## src/rtl/rx_peak_report_ctrl.sv

```systemverilog
// rx_peak_report_ctrl
// Buffers peak reports from the rx peak-identification stage in a small FIFO
// and hands them to the ARM one at a time over the trigger/acquired handshake.
// An unacknowledged report is re-triggered after TIMEOUT enabled clocks, up to
// MAX_RETRY times, and then discarded. Dropped pushes and discarded reports are
// counted in saturating 8-bit statistics.
module rx_peak_report_ctrl #(
   parameter int DEPTH     = 4,
   parameter int TIMEOUT   = 1024,
   parameter int MAX_RETRY = 3,
   parameter int SAMPLE_W  = 41,
   parameter int TIME_W    = 16,
   parameter int SEQ_W     = 4
) (
   input  logic                        crx_clk,
   input  logic                        rrx_rst,
   input  logic                        erx_en,
   input  logic                        i_peak_valid,
   input  logic signed [SAMPLE_W-1:0]  i_peak_sample,
   input  logic        [SEQ_W-1:0]     i_peak_seq,
   input  logic        [TIME_W-1:0]    i_peak_time,
   input  logic                        iresult_acquired_arm,
   output logic signed [SAMPLE_W-1:0]  o_sample_arm,
   output logic        [SEQ_W-1:0]     o_received_seq,
   output logic        [TIME_W-1:0]    o_time_arm,
   output logic                        o_trigger_arm,
   output logic [$clog2(DEPTH):0]      o_fifo_level,
   output logic [7:0]                  o_overflow_cnt,
   output logic [7:0]                  o_timeout_cnt
);

   localparam int AW = $clog2(DEPTH);
   localparam int LW = AW + 1;
   localparam int TW = $clog2(TIMEOUT);
   localparam int RW = $clog2(MAX_RETRY + 1) + 1;

   localparam logic [LW-1:0] LEVEL_FULL = LW'(DEPTH);
   localparam logic [TW-1:0] TIMER_LAST = TW'(TIMEOUT - 1);
   localparam logic [RW-1:0] RETRY_MAX  = RW'(MAX_RETRY);

   typedef enum logic [1:0] {
      IDLE     = 2'd0,
      LOAD     = 2'd1,
      WAIT_ACK = 2'd2,
      GAP      = 2'd3
   } state_t;

   // Statistics counters stop at 255 instead of wrapping.
   function automatic logic [7:0] sat_inc(input logic [7:0] v);
      return (v == 8'hFF) ? v : v + 8'd1;
   endfunction

   // FIFO storage (data only, no reset needed) and binary read/write counts
   logic signed [SAMPLE_W-1:0] mem_sample [DEPTH];
   logic        [SEQ_W-1:0]    mem_seq    [DEPTH];
   logic        [TIME_W-1:0]   mem_time   [DEPTH];
   logic        [LW-1:0]       wr_cnt;
   logic        [LW-1:0]       rd_cnt;
   logic        [LW-1:0]       level;
   logic                       fifo_full;
   logic                       fifo_empty;

   // Handshake FSM state and its registered side counters
   state_t                     state, state_d;
   logic        [TW-1:0]       timer, timer_d;
   logic        [RW-1:0]       retry, retry_d;
   logic                       trig_d;
   logic                       load;
   logic                       pop;
   logic                       tmo;

   // Push qualification
   logic                       push_req;
   logic                       push_acc;
   logic                       push_drop;

   assign level      = wr_cnt - rd_cnt;
   assign fifo_full  = (level == LEVEL_FULL);
   assign fifo_empty = (level == '0);

   // A pop frees the head slot in the same edge, so a full FIFO can still accept.
   assign push_req  = i_peak_valid & erx_en;
   assign push_acc  = push_req & (~fifo_full | pop);
   assign push_drop = push_req & fifo_full & ~pop;

   assign o_fifo_level = level;

   // Next-state logic: presentation, retry timer and discard decisions
   always_comb begin
      state_d = state;
      timer_d = timer;
      retry_d = retry;
      trig_d  = 1'b0;
      load    = 1'b0;
      pop     = 1'b0;
      tmo     = 1'b0;
      case (state)
         IDLE: begin
            if (!fifo_empty && erx_en) begin
               state_d = LOAD;
            end
         end
         LOAD: begin
            load    = 1'b1;
            timer_d = '0;
            retry_d = '0;
            trig_d  = 1'b1;
            state_d = WAIT_ACK;
         end
         WAIT_ACK: begin
            // An ack wins over a simultaneous timeout and is honoured even while disabled.
            if (iresult_acquired_arm) begin
               pop     = 1'b1;
               state_d = GAP;
            end else if (erx_en) begin
               if (timer == TIMER_LAST) begin
                  if (retry < RETRY_MAX) begin
                     retry_d = retry + RW'(1);
                     timer_d = '0;
                     trig_d  = 1'b1;
                  end else begin
                     pop     = 1'b1;
                     tmo     = 1'b1;
                     state_d = GAP;
                  end
               end else begin
                  timer_d = timer + TW'(1);
               end
            end
         end
         GAP: begin
            state_d = IDLE;
         end
         default: begin
            state_d = IDLE;
         end
      endcase
   end

   // Control registers: FSM, counters, FIFO pointers, trigger pulse
   always_ff @(posedge crx_clk) begin
      if (rrx_rst) begin
         state          <= IDLE;
         timer          <= '0;
         retry          <= '0;
         o_trigger_arm  <= 1'b0;
         wr_cnt         <= '0;
         rd_cnt         <= '0;
         o_overflow_cnt <= '0;
         o_timeout_cnt  <= '0;
      end else begin
         state         <= state_d;
         timer         <= timer_d;
         retry         <= retry_d;
         o_trigger_arm <= trig_d;
         if (push_acc) begin
            wr_cnt <= wr_cnt + LW'(1);
         end
         if (pop) begin
            rd_cnt <= rd_cnt + LW'(1);
         end
         if (push_drop) begin
            o_overflow_cnt <= sat_inc(o_overflow_cnt);
         end
         if (tmo) begin
            o_timeout_cnt <= sat_inc(o_timeout_cnt);
         end
      end
   end

   // FIFO write port
   always_ff @(posedge crx_clk) begin
      if (push_acc) begin
         mem_sample[wr_cnt[AW-1:0]] <= i_peak_sample;
         mem_seq[wr_cnt[AW-1:0]]    <= i_peak_seq;
         mem_time[wr_cnt[AW-1:0]]   <= i_peak_time;
      end
   end

   // Presented report: captured from the head on LOAD, held until the next LOAD
   always_ff @(posedge crx_clk) begin
      if (rrx_rst) begin
         o_sample_arm   <= '0;
         o_received_seq <= '0;
         o_time_arm     <= '0;
      end else if (load) begin
         o_sample_arm   <= mem_sample[rd_cnt[AW-1:0]];
         o_received_seq <= mem_seq[rd_cnt[AW-1:0]];
         o_time_arm     <= mem_time[rd_cnt[AW-1:0]];
      end
   end

endmodule

```

## config.mk

```make
export PLATFORM = sky130hd
export DESIGN_NAME = rx_peak_report_ctrl
export DESIGN_NICKNAME = d
export VERILOG_FILES = /design/src/rtl/rx_peak_report_ctrl.sv
export SDC_FILE = /design/constraint.sdc
export NUM_CORES = 1
export LEC_CHECK = 0
export BUFFER_PORTS_ARGS = -buffer_cell sky130_fd_sc_hd__buf_4
export CORE_UTILIZATION = 45
export DETAILED_ROUTE_END_ITERATION = 6
export SLEW_MARGIN = 20
export SYNTH_ARGS = -nofsm -noshare
export SYNTH_HDL_FRONTEND = slang
export SYNTH_SLANG_ARGS = --single-unit
```

## constraint.sdc

```tcl
create_clock -name crx_clk -period 4.75 [get_ports crx_clk]
set_clock_uncertainty 0.2 [all_clocks]
set_input_delay 0.2375 -clock crx_clk [delete_from_list [all_inputs] [get_ports crx_clk]]
set_output_delay 0.2375 -clock crx_clk [all_outputs]
set_load 0.1 [all_outputs]
```

# Word level (Yosys, flattened, before mapping)
# Memories as Yosys holds them, arrays and structs flattened. A register that Yosys moved wholly into a read port is not among the register bits.
# Index checks and enable logic that the tools add are counted.
classes:
  magnitude_cmp: 1
  n_eq_ne: 16
  reduce_logical: 10
  bitwise_logic: 9
  n_addsub: 7
  n_mux: 31
op_table:
  columns: ["operator", "n"]
  rows:
  - ["$mux 10", 4]
  - ["$pmux 10 s2", 1]
  - ["$add 8x1->8 const B", 2]
  - ["$eq 8x8->1 const B", 2]
  - ["$mux 1", 14]
  - ["$mux 3", 4]
  - ["$ne 3x3->1 const B", 4]
  - ["$add 10x1->10 const B", 1]
  - ["$eq 10x10->1 const B", 1]
  - ["$mux 2", 5]
  - ["$ne 2x2->1 const B", 5]
  - ["$add 3x1->3 const B", 3]
  - ["$pmux 2 s4", 1]
  - ["$reduce_and 4->1", 2]
  - ["$pmux 3 s2", 1]
  - ["$reduce_and 5->1", 1]
  - ["$and 1x1->1", 4]
  - ["$eq 2x2->1 const B", 2]
  - ["$not 1->1", 4]
  - ["$reduce_and 2->1", 2]
  - ["$eq 3x3->1 const B", 1]
  - ["$logic_not 3->1", 1]
  - ["$lt 3x2->1 const B", 1]
  - ["$sub 3x3->3", 1]
  - ["7 further kinds", 7]
totals:
  ramBits: 244
  wordCells: 85
  register_bits: 38
  inputBits: 66
  output_inout_bits: 81
  n_memories: 3
memory_table:
  columns: ["name", "words", "width", "read_ports", "rd_clocked_by_memory_dff", "write_ports", "line_no", "text"]
  rows:
  - ["mem_sample", 4, 41, 1, 1, 1, "54", "logic signed [SAMPLE_W-1:0] mem_sample [DEPTH];"]
  - ["mem_time", 4, 16, 1, 1, 1, "56", "logic [TIME_W-1:0] mem_time [DEPTH];"]
  - ["mem_seq", 4, 4, 1, 1, 1, "55", "logic [SEQ_W-1:0] mem_seq [DEPTH];"]

# Longest topological paths before layout
depth:
  word_depth: 10
  ltp_mapped: 9
  ltp_nobuf: 7

# Worst setup path after synthesis
# OpenSTA, ideal clock, no wires.
synth_path:
  path_type: "reg2reg"
  startpoint: "reg wr_cnt[0]"
  endpoint: "mem mem_sample[0][0] (enable)"
  slack_ps: 795
  stages_incl_launch_ff: 9
  arrival_time_ps: 3330
  path_buffers: 1
  required_ps: 4125
  path_cell_list: "dfxtp_1 > inv_1 > ha_1 > fa_1 > xnor3_1 > or2_2 > clkbuf_1 > o21a_1 > and2_1"
synth_between:
  elab_chain_len: 7
synth_rtl:
  columns: ["item", "line_no", "text"]
  rows:
  - ["start: declaration", "57", "logic [LW-1:0] wr_cnt;"]
  - ["start signal: assignment", "157", "wr_cnt <= wr_cnt + LW'(1);"]
  - ["$sub 3x3->3", "77", "assign level = wr_cnt - rd_cnt;"]
  - ["$eq 3x3->1", "78", "assign fifo_full = (level == LEVEL_FULL);"]
  - ["$not 1->1", "83", "assign push_acc = push_req & (~fifo_full | pop);"]
  - ["$or 1x1->1", "83", null]
  - ["$and 1x1->1", "83", null]
  - ["$mux 1", "173", "if (push_acc) begin"]
  - ["$mux 1 (not written as such)", "174", "mem_sample[wr_cnt[AW-1:0]] <= i_peak_sample;"]
  - ["end: declaration", "54", null]
# Several ways; a longest one is shown, not always the timed one.

# Final worst setup path
layout_path:
  startpoint: "reg state[0]"
  endpoint: "mem mem_seq[3][2] (enable)"
layout_between:
  elab_chain_len: 6
layout_rtl:
  columns: ["item", "line_no", "text"]
  rows:
  - ["start: declaration", "64", "state_t state, state_d;"]
  - ["start signal: assignment", "152", "state <= state_d;"]
  - ["$eq 2x2->1", "97", "case (state)"]
  - ["$mux 1", "97", null]
  - ["$or 1x1->1", "83", null]
  - ["$and 1x1->1", "83", null]
  - ["$mux 1", "173", null]
  - ["$mux 1 (not written as such)", "175", "mem_seq[wr_cnt[AW-1:0]] <= i_peak_seq;"]
  - ["end: declaration", "55", null]
# Every way passes these cells.

==> flow_summary.ini <==
[global_route]
grt.overflow.total = 0
grt_use_total = 0.175
grt_pass1_wl_um = 41400
grt_max_degree = 64
grt_pass1_vias = 7443
grt_antenna_before_repair = 0

[cts]
htreeDepth = 2
clock_path_buffers = 3
cts_setup_buffers = 0
cts_sinks = 343
clock_tree.root_cell = clkbuf_16
cts_tree = built
tritoncts.num_buffers = 37
clkLatencyLatePin_ns = 0.51
clk_pin_slew_ns = 0.06

[layout]
antenna_cells = 0
final_nets = 1101
drive_gt1_frac = 0.284
final_common_cell = edfxtp_1
layout_common_cells = edfxtp_1, buf_4, dfxtp_1
syn_to_final_growth_pct = 25.2

[routing]
post_drt_via_cell_ratio = 5.26
wl_met2_um = 12900
maxUsedRoutingLayer = met4
wl_met1_um = 11700
route.met3.wl_um = 1020
ant_nets = 0
drc = 0
drtIter0Drc = 346
routed_wl_um = 26000
wl_per_cell_um = 18.2
first_pass_iters = 4
vias = 7532

[yosys]
ys_async_sr_fraction = 0
ys.flop_type = edfxtp_1
synth_edf_count = 244
yosys.area.top_type = edfxtp_1
ys_seq_elements = 343
seq_area_frac_synth = 0.699
synthCells = 802
syn-num-nets = 883
ys_top_cells_by_area = edfxtp_1, dfxtp_1, mux4_2
post-synth-top-area-fraction = 0.550
synth_warnings = 0
avgSynthCellArea_um2 = 16.6
ys_types = 61
syn-cell-area_um2 = 13300

[worst_setup_path]
cp.depth = 8
crit_slowest_cell = and2_2
r2r_start = state[0]
path_delay_family = simple AND/OR/NAND/NOR gates
crit_required_ns = 4.74
critPathMaxFanout = 35
crit_type = flip-flop to flip-flop
cp-start-kind = flip-flop
cpPeakStageDelay_ns = 0.66
r2r_cells = 8
path_buf_inv = 3
end_kind = flip-flop
cp.arrival_ns = 3.45
worstReg2RegEnd = mem_seq[3][2]
regToRegSetupSlack_ns = 1.28
path_cells = inv_1 -> ha_1 -> nand4_1 -> o41ai_2 -> buf_4 -> o21a_1 -> and2_2 -> buf_12

[outcome]
status = complete, no violations

[power_and_ir_drop]
pwr_density_cell_nw_per_um2 = 486
swShare = 0.311
p_seq_frac = 0.431
leakage_nw = 5.80
clock_power_share = 0.338
power_switching_mw = 2.52
combPwrFrac = 0.232
vdd_drop_max_mv = 0.404
intPower_mw = 5.58

[job]
maxCapViolCount = 0

[sta]
max_freq_mhz = 289
report.final.slew_viol_count = 0
tightest_slew_ns = 0.925
finalSetupViolCount = 0
min_period_over_period = 0.729
hold_viol = 0
max_slew_margin = 0.383
fin_crit_ns = 3.47
timing.final.ws_setup_ns = 1.28
setup_tns_ns = 0
rsz0062_at_grt = no

[place]
routabilityCongestion = 0.740
io_buffers = 146
dp_hpwl_um = 15700
dpl_worst_slack_ns = 1.29

[die]
core_area_um2 = 28900
start_util = 0.460
rows = 62
dieArea_um2 = 30300
fp.dieW_um = 174
die-height_um = 174
pin_count = 147

[hold_path]
worst_hold_startpoint = iresult_acquired_arm
whs_endpoint = o_trigger_arm
holdCritPathClass = input port to flip-flop
min_path_cells = 4
## synth_stat cells, types with 8 or more instances
master and number:
nor2b_1 10, mux4_2 61, a21oi_1 21, dfxtp_1 99
nand3_1 10, ha_1 14, o31ai_1 10, edfxtp_1 244
nor2_1 73, buf_1 9, buf_2 8, or4_1 10
nand2_1 28, mux2i_1 64, clkbuf_1 24, inv_1 16
## worst max path at each step
stage	slack [ns]	endpoint	from
2_1_floorplan	0.79	mem_sample[0][0]	wr_cnt[0]
3_3_place_gp	1.35	mem_sample[3][38]	state[0]
3_5_place_dp	1.29	mem_sample[3][0]	state[0]
4_1_cts	1.26	mem_sample[3][27]	state[0]
5_1_grt	1.02	mem_sample[3][26]	state[0]
6_report	1.28	mem_seq[3][2]	state[0]
## logic make-up (layout without fill, tap and decap cells)
| family | Yosys count | in the layout | share of synthesized area |
|---|---|---|---|
| AO/OA/AOI/OAI | 70 | 70 | 0.0383 |
| XOR/XNOR | 2 | 2 | 0.00235 |
| adder cells (fa/ha/maj) | 15 | 15 | 0.0147 |
| buffers and inverters | 58 | 304 | 0.0177 |
| flip-flops | 343 | 343 | 0.699 |
| multiplexers | 130 | 130 | 0.155 |
| AND/OR/NAND/NOR | 184 | 184 | 0.0725 |
## what timing repair did
| action | 4_1_cts | 5_1_grt |
|---|---|---|
| resized for setup | 0 | 0 |
| hold buffers | 62 | 0 |
| endpoints found under the setup margin | 0 | 0 |
| hold endpoints to repair | 268 | 0 |
## state kept, by name, indices dropped and copies added (netlist names), 3 cells and up
signal          count
retry               3
timer              10
mem_time           64
o_timeout_cnt       8
o_sample_arm       41
o_overflow_cnt      8
mem_sample        164
rd_cnt              3
o_received_seq      4
o_time_arm         16
wr_cnt              3
mem_seq            16
## routing by layer
layer,up-vias,GRT usage
met5,-,0
met4,0,0.0424
met3,31,0.0332
met2,149,0.294
met1,3770,0.236
li1,3582,-
## per-stage QoR
stage	total power [mW]	area, um^2	hold WS, ns	util	std cells
final	8.10	16700	0.0241	0.576	1432
after global routing	8.42	16700	0.0261	0.576	1432
after CTS	8.19	16700	0.0114	0.576	1432
after detailed placement	5.40	14900	0.243	0.514	1303
after global placement	5.39	14900	0.242	0.514	1303
after floorplan	4.97	13300	0.136	-	802
## area by class of cell
cell class	instances	area, um^2
fill	2292	12300
sequential	343	9310
multi-input combinational	401	3790
timing repair buffer	221	1850
clock buffer	48	1020
tap	384	480
clock inverter	19	151
inverter	16	60.1
## worst min-delay path, cell delays in order
cell,delay [ns]
buf_4,0.11
and3b_1,0.20
nand2_1,0.06
a21oi_1,0.06
## power groups by stage
stage	clock network [mW]	registers [mW]	logic [mW]
after global placement	0	3.55	1.84
after global routing	2.94	3.51	1.97
after detailed placement	0	3.55	1.85
final	2.74	3.49	1.88
after floorplan	0	4.31	0.668
after CTS	2.81	3.49	1.89
Note: power is estimated with default switching activity, not from simulation.
